<file path="config.mk">
export PLATFORM = sky130hd
export DESIGN_NAME = alu_exec
export DESIGN_NICKNAME = d
export VERILOG_FILES = /design/src/rtl/alu_exec.sv
export SDC_FILE = /design/constraint.sdc
export NUM_CORES = 1
export LEC_CHECK = 0
export CAP_MARGIN = 30
export CORE_MARGIN = 10
export CORE_UTILIZATION = 38
export CTS_CLUSTER_DIAMETER = 30
export DETAILED_ROUTE_END_ITERATION = 10
export PLACE_DENSITY = 0.67
export SYNTH_ARGS = -nofsm -noshare
export SYNTH_HDL_FRONTEND = slang
export SYNTH_SLANG_ARGS = --single-unit
</file>
<file path="constraint.sdc">
create_clock -name clk -period 2.6 [get_ports clk]
set_input_delay 0.26 -clock clk [delete_from_list [all_inputs] [get_ports clk]]
set_output_delay 0.26 -clock clk [all_outputs]
set_load 0.01 [all_outputs]
</file>
<file path="src/rtl/alu_exec.sv">
// alu_exec: multi-cycle execute-stage ALU with valid/ready handshakes on both sides.
// Add, slbi, xor and and finish in one cycle. Shifts and rotates move one bit per cycle.
module alu_exec #(
    parameter int WIDTH = 16
) (
    input  logic             clk,
    input  logic             rst,
    input  logic             in_valid,
    output logic             in_ready,
    input  logic [WIDTH-1:0] A,
    input  logic [WIDTH-1:0] B,
    input  logic             invA,
    input  logic             invB,
    input  logic             sign,
    input  logic             cin,
    input  logic [2:0]       aluControl,
    input  logic             flush,
    output logic             out_valid,
    input  logic             out_ready,
    output logic [WIDTH-1:0] result,
    output logic             cout,
    output logic             ofl,
    output logic             zero
);

    localparam int AMT_W = $clog2(WIDTH);
    localparam int HALF  = WIDTH / 2;

    typedef enum logic [1:0] {
        IDLE  = 2'd0,
        SHIFT = 2'd1,
        DONE  = 2'd2
    } state_t;

    state_t             state;
    state_t             state_next;
    logic [WIDTH-1:0]   shreg;
    logic [AMT_W-1:0]   cnt;
    logic [1:0]         shift_op;

    logic               accept;
    logic [WIDTH-1:0]   a_eff;
    logic [WIDTH-1:0]   b_eff;
    logic [AMT_W-1:0]   amt;
    logic               is_shift;
    logic [WIDTH:0]     add_sum;
    logic [WIDTH-1:0]   op_result;
    logic               op_cout;
    logic               op_ofl;
    logic [WIDTH-1:0]   shreg_next;

    // Operand inversion applies to every op, including shifts.
    assign a_eff    = invA ? ~A : A;
    assign b_eff    = invB ? ~B : B;
    assign amt      = b_eff[AMT_W-1:0];
    assign is_shift = ~aluControl[2];

    assign in_ready  = !flush && ((state == IDLE) || ((state == DONE) && out_ready));
    assign accept    = in_valid && in_ready;
    assign out_valid = (state == DONE);

    assign add_sum = {1'b0, a_eff} + {1'b0, b_eff} + {{WIDTH{1'b0}}, cin};

    // Single-cycle result and flags for whatever op is presented at the input.
    always_comb begin
        op_result = a_eff;
        op_cout   = 1'b0;
        op_ofl    = 1'b0;
        case (aluControl)
            3'b100: begin
                op_result = add_sum[WIDTH-1:0];
                op_cout   = add_sum[WIDTH];
                op_ofl    = sign ? ((a_eff[WIDTH-1] == b_eff[WIDTH-1]) &&
                                    (add_sum[WIDTH-1] != a_eff[WIDTH-1]))
                                 : add_sum[WIDTH];
            end
            3'b101:  op_result = {a_eff[HALF-1:0], b_eff[HALF-1:0]};
            3'b110:  op_result = a_eff ^ b_eff;
            3'b111:  op_result = a_eff & b_eff;
            default: op_result = a_eff;
        endcase
    end

    // One-bit step of the shift register: rotates wrap, logical shifts zero-fill.
    always_comb begin
        shreg_next = shreg;
        case (shift_op)
            2'b00:   shreg_next = {shreg[WIDTH-2:0], shreg[WIDTH-1]};
            2'b01:   shreg_next = {shreg[WIDTH-2:0], 1'b0};
            2'b10:   shreg_next = {shreg[0], shreg[WIDTH-1:1]};
            default: shreg_next = {1'b0, shreg[WIDTH-1:1]};
        endcase
    end

    // State register.
    always_ff @(posedge clk or posedge rst) begin
        if (rst) begin
            state <= IDLE;
        end else begin
            state <= state_next;
        end
    end

    // Next-state logic; flush overrides everything, including a pending accept.
    always_comb begin
        state_next = state;
        if (flush) begin
            state_next = IDLE;
        end else begin
            case (state)
                IDLE: begin
                    if (accept) begin
                        state_next = (is_shift && (amt != '0)) ? SHIFT : DONE;
                    end
                end
                SHIFT: begin
                    if (cnt == AMT_W'(1)) begin
                        state_next = DONE;
                    end
                end
                DONE: begin
                    if (accept) begin
                        state_next = (is_shift && (amt != '0)) ? SHIFT : DONE;
                    end else if (out_ready) begin
                        state_next = IDLE;
                    end
                end
                default: state_next = IDLE;
            endcase
        end
    end

    // Datapath: capture on accept, step the shifter, and hold outputs otherwise.
    always_ff @(posedge clk or posedge rst) begin
        if (rst) begin
            result   <= '0;
            cout     <= 1'b0;
            ofl      <= 1'b0;
            zero     <= 1'b0;
            cnt      <= '0;
            shreg    <= '0;
            shift_op <= 2'b00;
        end else if (!flush) begin
            if (accept) begin
                if (is_shift && (amt != '0)) begin
                    shreg    <= a_eff;
                    cnt      <= amt;
                    shift_op <= aluControl[1:0];
                end else begin
                    result <= op_result;
                    cout   <= op_cout;
                    ofl    <= op_ofl;
                    zero   <= (op_result == '0);
                end
            end else if (state == SHIFT) begin
                shreg <= shreg_next;
                cnt   <= cnt - AMT_W'(1);
                if (cnt == AMT_W'(1)) begin
                    result <= shreg_next;
                    cout   <= 1'b0;
                    ofl    <= 1'b0;
                    zero   <= (shreg_next == '0);
                end
            end
        end
    end

endmodule

</file>
==> flow_summary.rst <==
.. list-table::
   :header-rows: 1

   * - Metric
     - Value
   * - Status
     - finished, violations left
   * - Violated checks
     - setup timing
   * - Number of failing setup endpoints in the final timing report
     - 1
   * - Utilization of the core after routing
     - 60.2%
   * - I/O pin total
     - 65
   * - Worst slack, placed
     - -940 ps
   * - Fraction of the mapped netlist area in adder cells
     - 4.99%
   * - DR WL/cell
     - 17.5 um
   * - Synthesized-area fraction occupied by ao, oa, aoi and oai cells
     - 28.8%
   * - MaxCap Viol Count
     - 0
   * - Via count of the first global-routing pass
     - 4739
   * - Number of flops mapped to enable cells by yosys
     - 0
   * - Initial core utilization
     - 39.1%
   * - First-pass GRT wire length
     - 24300 um
   * - Remaining number of nets flagged by the antenna check after routing
     - 0
   * - Max-slew headroom at the worst pin
     - 52.6%
   * - Combinational family with the most area after synthesis
     - compound AO/OA/AOI/OAI gates
   * - Pin count of the biggest net entering global routing
     - 44
   * - Multiplexer fraction of the synthesized cell area
     - 7.90%
   * - Classification of the worst-slack hold path
     - input pin to async pin
   * - Top achievable clock speed
     - 375 MHz
   * - Worst R2R Start
     - shift_op[1]$_DFFE_PP0P_
   * - Clock slew at reported path FFs
     - 80 ps
   * - Worst hold margin
     - 404 ps
   * - Standby leakage power
     - 2.93 nW
   * - Fraction of post-synthesis cell area in the top cell type by area
     - 25.2%
   * - Worst setup path category
     - input pin to flop
   * - Worst-skew pair later-pin latency
     - 300 ps
   * - Rows
     - 38
   * - Mean instance size in the synthesized netlist
     - 8.04 sq um
   * - DP Wirelength
     - 11600 um
   * - Share of post-route cells with drive strength above 1
     - 33.0%
   * - Instance area at placement
     - 5990 sq um
   * - Total of flip-flops plus latches after synthesis
     - 43
   * - FFs w/ async S/R, synth
     - 100%
   * - Total negative slack
     - -63.3 ps
   * - Vertical die dimension
     - 126 um
   * - Crit path launch type
     - input pin
   * - Endpoint of the lowest-slack register-to-register path
     - zero$_DFFE_PP0P_
   * - Critical-path maximum fanout
     - 3
   * - Overflow left after global routing
     - 0
   * - Floorplan core area
     - 10900 sq um
   * - Crit path setup slack, layout
     - -63.3 ps
   * - # H-tree levels
     - 2
   * - Number of different library cells in the post-synthesis netlist
     - 70
   * - Number of I/O port buffers
     - 64
   * - Simple logic cell fraction of the synthesized area
     - 16.2%
   * - Max Buffers Root-to-Sink
     - 2
   * - Hold Vio Cnt, Final
     - 0
   * - Clock tree from TritonCTS
     - yes
   * - Clock Root Buffer
     - sky130_fd_sc_hd__clkbuf_8
   * - Top cells by area, synth
     - sky130_fd_sc_hd__dfrtp_1 25%, sky130_fd_sc_hd__o21ai_0 7.6%, sky130_fd_sc_hd__xor2_1 7.2%, sky130_fd_sc_hd__nand2_1 5.4%, sky130_fd_sc_hd__ha_1 5.0%
   * - Final critical-path required period
     - 2660 ps
   * - Crit. End Element
     - flop
   * - Final worst clock skew
     - 8.12 ps
   * - Slew of the pin with the lowest slew margin
     - 712 ps
   * - DRC violations left
     - 0
   * - Cell taking the most area after synthesis
     - sky130_fd_sc_hd__dfrtp_1
   * - Number of CTS-inserted buffers
     - 5
   * - Area Overhead vs Synth
     - 53.7%
   * - Total iterations of the first detailed-routing run
     - 4
   * - Instance count of the mapped netlist
     - 530
   * - Via count
     - 4574
   * - Die outline area
     - 15900 sq um
   * - Origin of the worst setup path
     - B[0]
   * - Setup slack of the most critical reg-to-reg path
     - 350 ps
   * - Total inserted antenna cells
     - 0
   * - Max IR drop VDD
     - 0.571 mV
   * - RSZ-0062 raised after global routing
     - yes
   * - Final non-filler cell area
     - 6550 sq um
   * - Most common library cell in the layout ignoring fill and taps
     - sky130_fd_sc_hd__buf_4
   * - Number of sinks handled by clock tree synthesis
     - 43
   * - GRT Util Overall
     - 17.9%
   * - Leading cell types in the layout, fill and taps excluded
     - 129 x sky130_fd_sc_hd__buf_4, 61 x sky130_fd_sc_hd__nand2_1, 59 x sky130_fd_sc_hd__o21ai_0
   * - Drt via density
     - 5.45
   * - Sequential element share of the synthesized area
     - 25.2%
   * - Width of the die
     - 126 um
   * - Number of warning messages in the yosys log
     - 0
   * - Depth of the worst register-to-register path
     - 6
   * - Iteration-0 DRC count of the detailed router
     - 414
   * - Final layout net count
     - 760
   * - Antenna violations before repair
     - 0
   * - Synthesized netlist net count
     - 591
   * - Post-synthesis instance area
     - 4260 sq um
   * - Placer congestion estimate
     - 0.954
   * - Power per standard cell area
     - 632 nW/um^2
   * - Required time of the critical path
     - 2810 ps
   * - Ys flop type
     - sky130_fd_sc_hd__dfrtp_1
   * - Slew Limit Fails
     - 0
   * - Area share of xor/xnor cells in the synthesized design
     - 11.9%
   * - Ratio of final minimum period to clock period
     - 102%
   * - WP data arrival
     - 2880 ps
   * - Total routed wirelength
     - 14700 um
synthesized netlist by cell type, types with 5 or more instances:
master / count
sky130_fd_sc_hd__o21ai_0: 65
sky130_fd_sc_hd__nand2_1: 61
sky130_fd_sc_hd__dfrtp_1: 43
sky130_fd_sc_hd__nor2_1: 36
sky130_fd_sc_hd__a21oi_1: 35
sky130_fd_sc_hd__xor2_1: 35
sky130_fd_sc_hd__clkbuf_1: 24
sky130_fd_sc_hd__mux2i_1: 19
sky130_fd_sc_hd__ha_1: 17
sky130_fd_sc_hd__xnor2_1: 14
sky130_fd_sc_hd__a211oi_1: 13
sky130_fd_sc_hd__mux2_2: 13
sky130_fd_sc_hd__inv_1: 12
sky130_fd_sc_hd__a21o_1: 10
sky130_fd_sc_hd__a31oi_1: 10
sky130_fd_sc_hd__nand2b_1: 9
sky130_fd_sc_hd__buf_1: 6
sky130_fd_sc_hd__o21ai_1: 6
sky130_fd_sc_hd__a22oi_1: 5
sky130_fd_sc_hd__buf_2: 5
sky130_fd_sc_hd__nor2b_1: 5
sky130_fd_sc_hd__nor3_1: 5
sky130_fd_sc_hd__o22ai_1: 5
cells by family after synthesis:
| family | Yosys count |
|---|---|
| AOI/OAI and AO/OA | 189 |
| adders and majority gates | 17 |
| and+or+nand+nor | 146 |
| xor gates and xnor gates | 53 |
| muxes | 32 |
| buffers and inverters | 50 |
| DFF | 43 |
repair_timing:
item | 4_1_cts | 5_1_grt
endpoints found under the setup margin | 15 | 11
pin swaps | 33 | 24
hold buffers | 0 | 0
setup buffers | 10 | 7
gates resized for setup | 70 | 35
worst max path at each step:
stage                             to  slack [ps]
floorplan           zero$_DFFE_PP0P_        -370
global placement    zero$_DFFE_PP0P_        -760
detailed placement  zero$_DFFE_PP0P_        -940
CTS                 zero$_DFFE_PP0P_        -160
global route        zero$_DFFE_PP0P_        -180
finish              zero$_DFFE_PP0P_         -60
routing by layer:
layer  vias up  GRT usage (%)  part of all wire (%)
li1       2242              -                     -
met1      2182           22.9                    44
met2       127           30.1                    48
met3        23           2.81                   5.4
met4         0           5.76                   2.3
met5         -              0                     0
where the power goes:
part / internal, mW / switching (mW) / total, mW
Clock: 0.243 / 0.225 / 0.467
Sequential: 0.953 / 0.236 / 1.19
Combinational: 1.27 / 1.21 / 2.49
Total: 2.47 / 1.67 / 4.14
flip-flops by register name, summed over array words and instances, names as in the netlist:
signal    count
zero          1
ofl           1
shreg        16
result       16
state         2
cnt           4
cout          1
shift_op      2
critical path, cell delays in order:
cell	delay, ps
sky130_fd_sc_hd__buf_8	110
sky130_fd_sc_hd__xor2_4	180
sky130_fd_sc_hd__xnor2_2	130
sky130_fd_sc_hd__ha_2	170
sky130_fd_sc_hd__a21o_1	190
sky130_fd_sc_hd__ha_4	180
sky130_fd_sc_hd__a221oi_4	270
sky130_fd_sc_hd__o21ai_2	130
sky130_fd_sc_hd__nand2_1	90
sky130_fd_sc_hd__a22oi_2	90
sky130_fd_sc_hd__xor2_1	160
sky130_fd_sc_hd__a221o_1	330
sky130_fd_sc_hd__nor4b_2	230
sky130_fd_sc_hd__nand4_1	160
sky130_fd_sc_hd__o31ai_2	200
layout make-up:
cell class / instances / area, sq um
Multi-Input combinational cell: 437 / 3420
Timing Repair Buffer: 200 / 1730
Clock buffer: 8 / 100
Tap cell: 140 / 175
Inverter: 12 / 45.0
Sequential cell: 43 / 1080
Fill cell: 953 / 4340
stage by stage:
step	power [mW]	std cells
after floorplan	2.47	530
after global placement	3.45	819
after detailed placement	3.51	819
after CTS	4.10	836
after global routing	4.46	840
final	4.14	840
No activity file was read; power rests on OpenSTA's default activity.
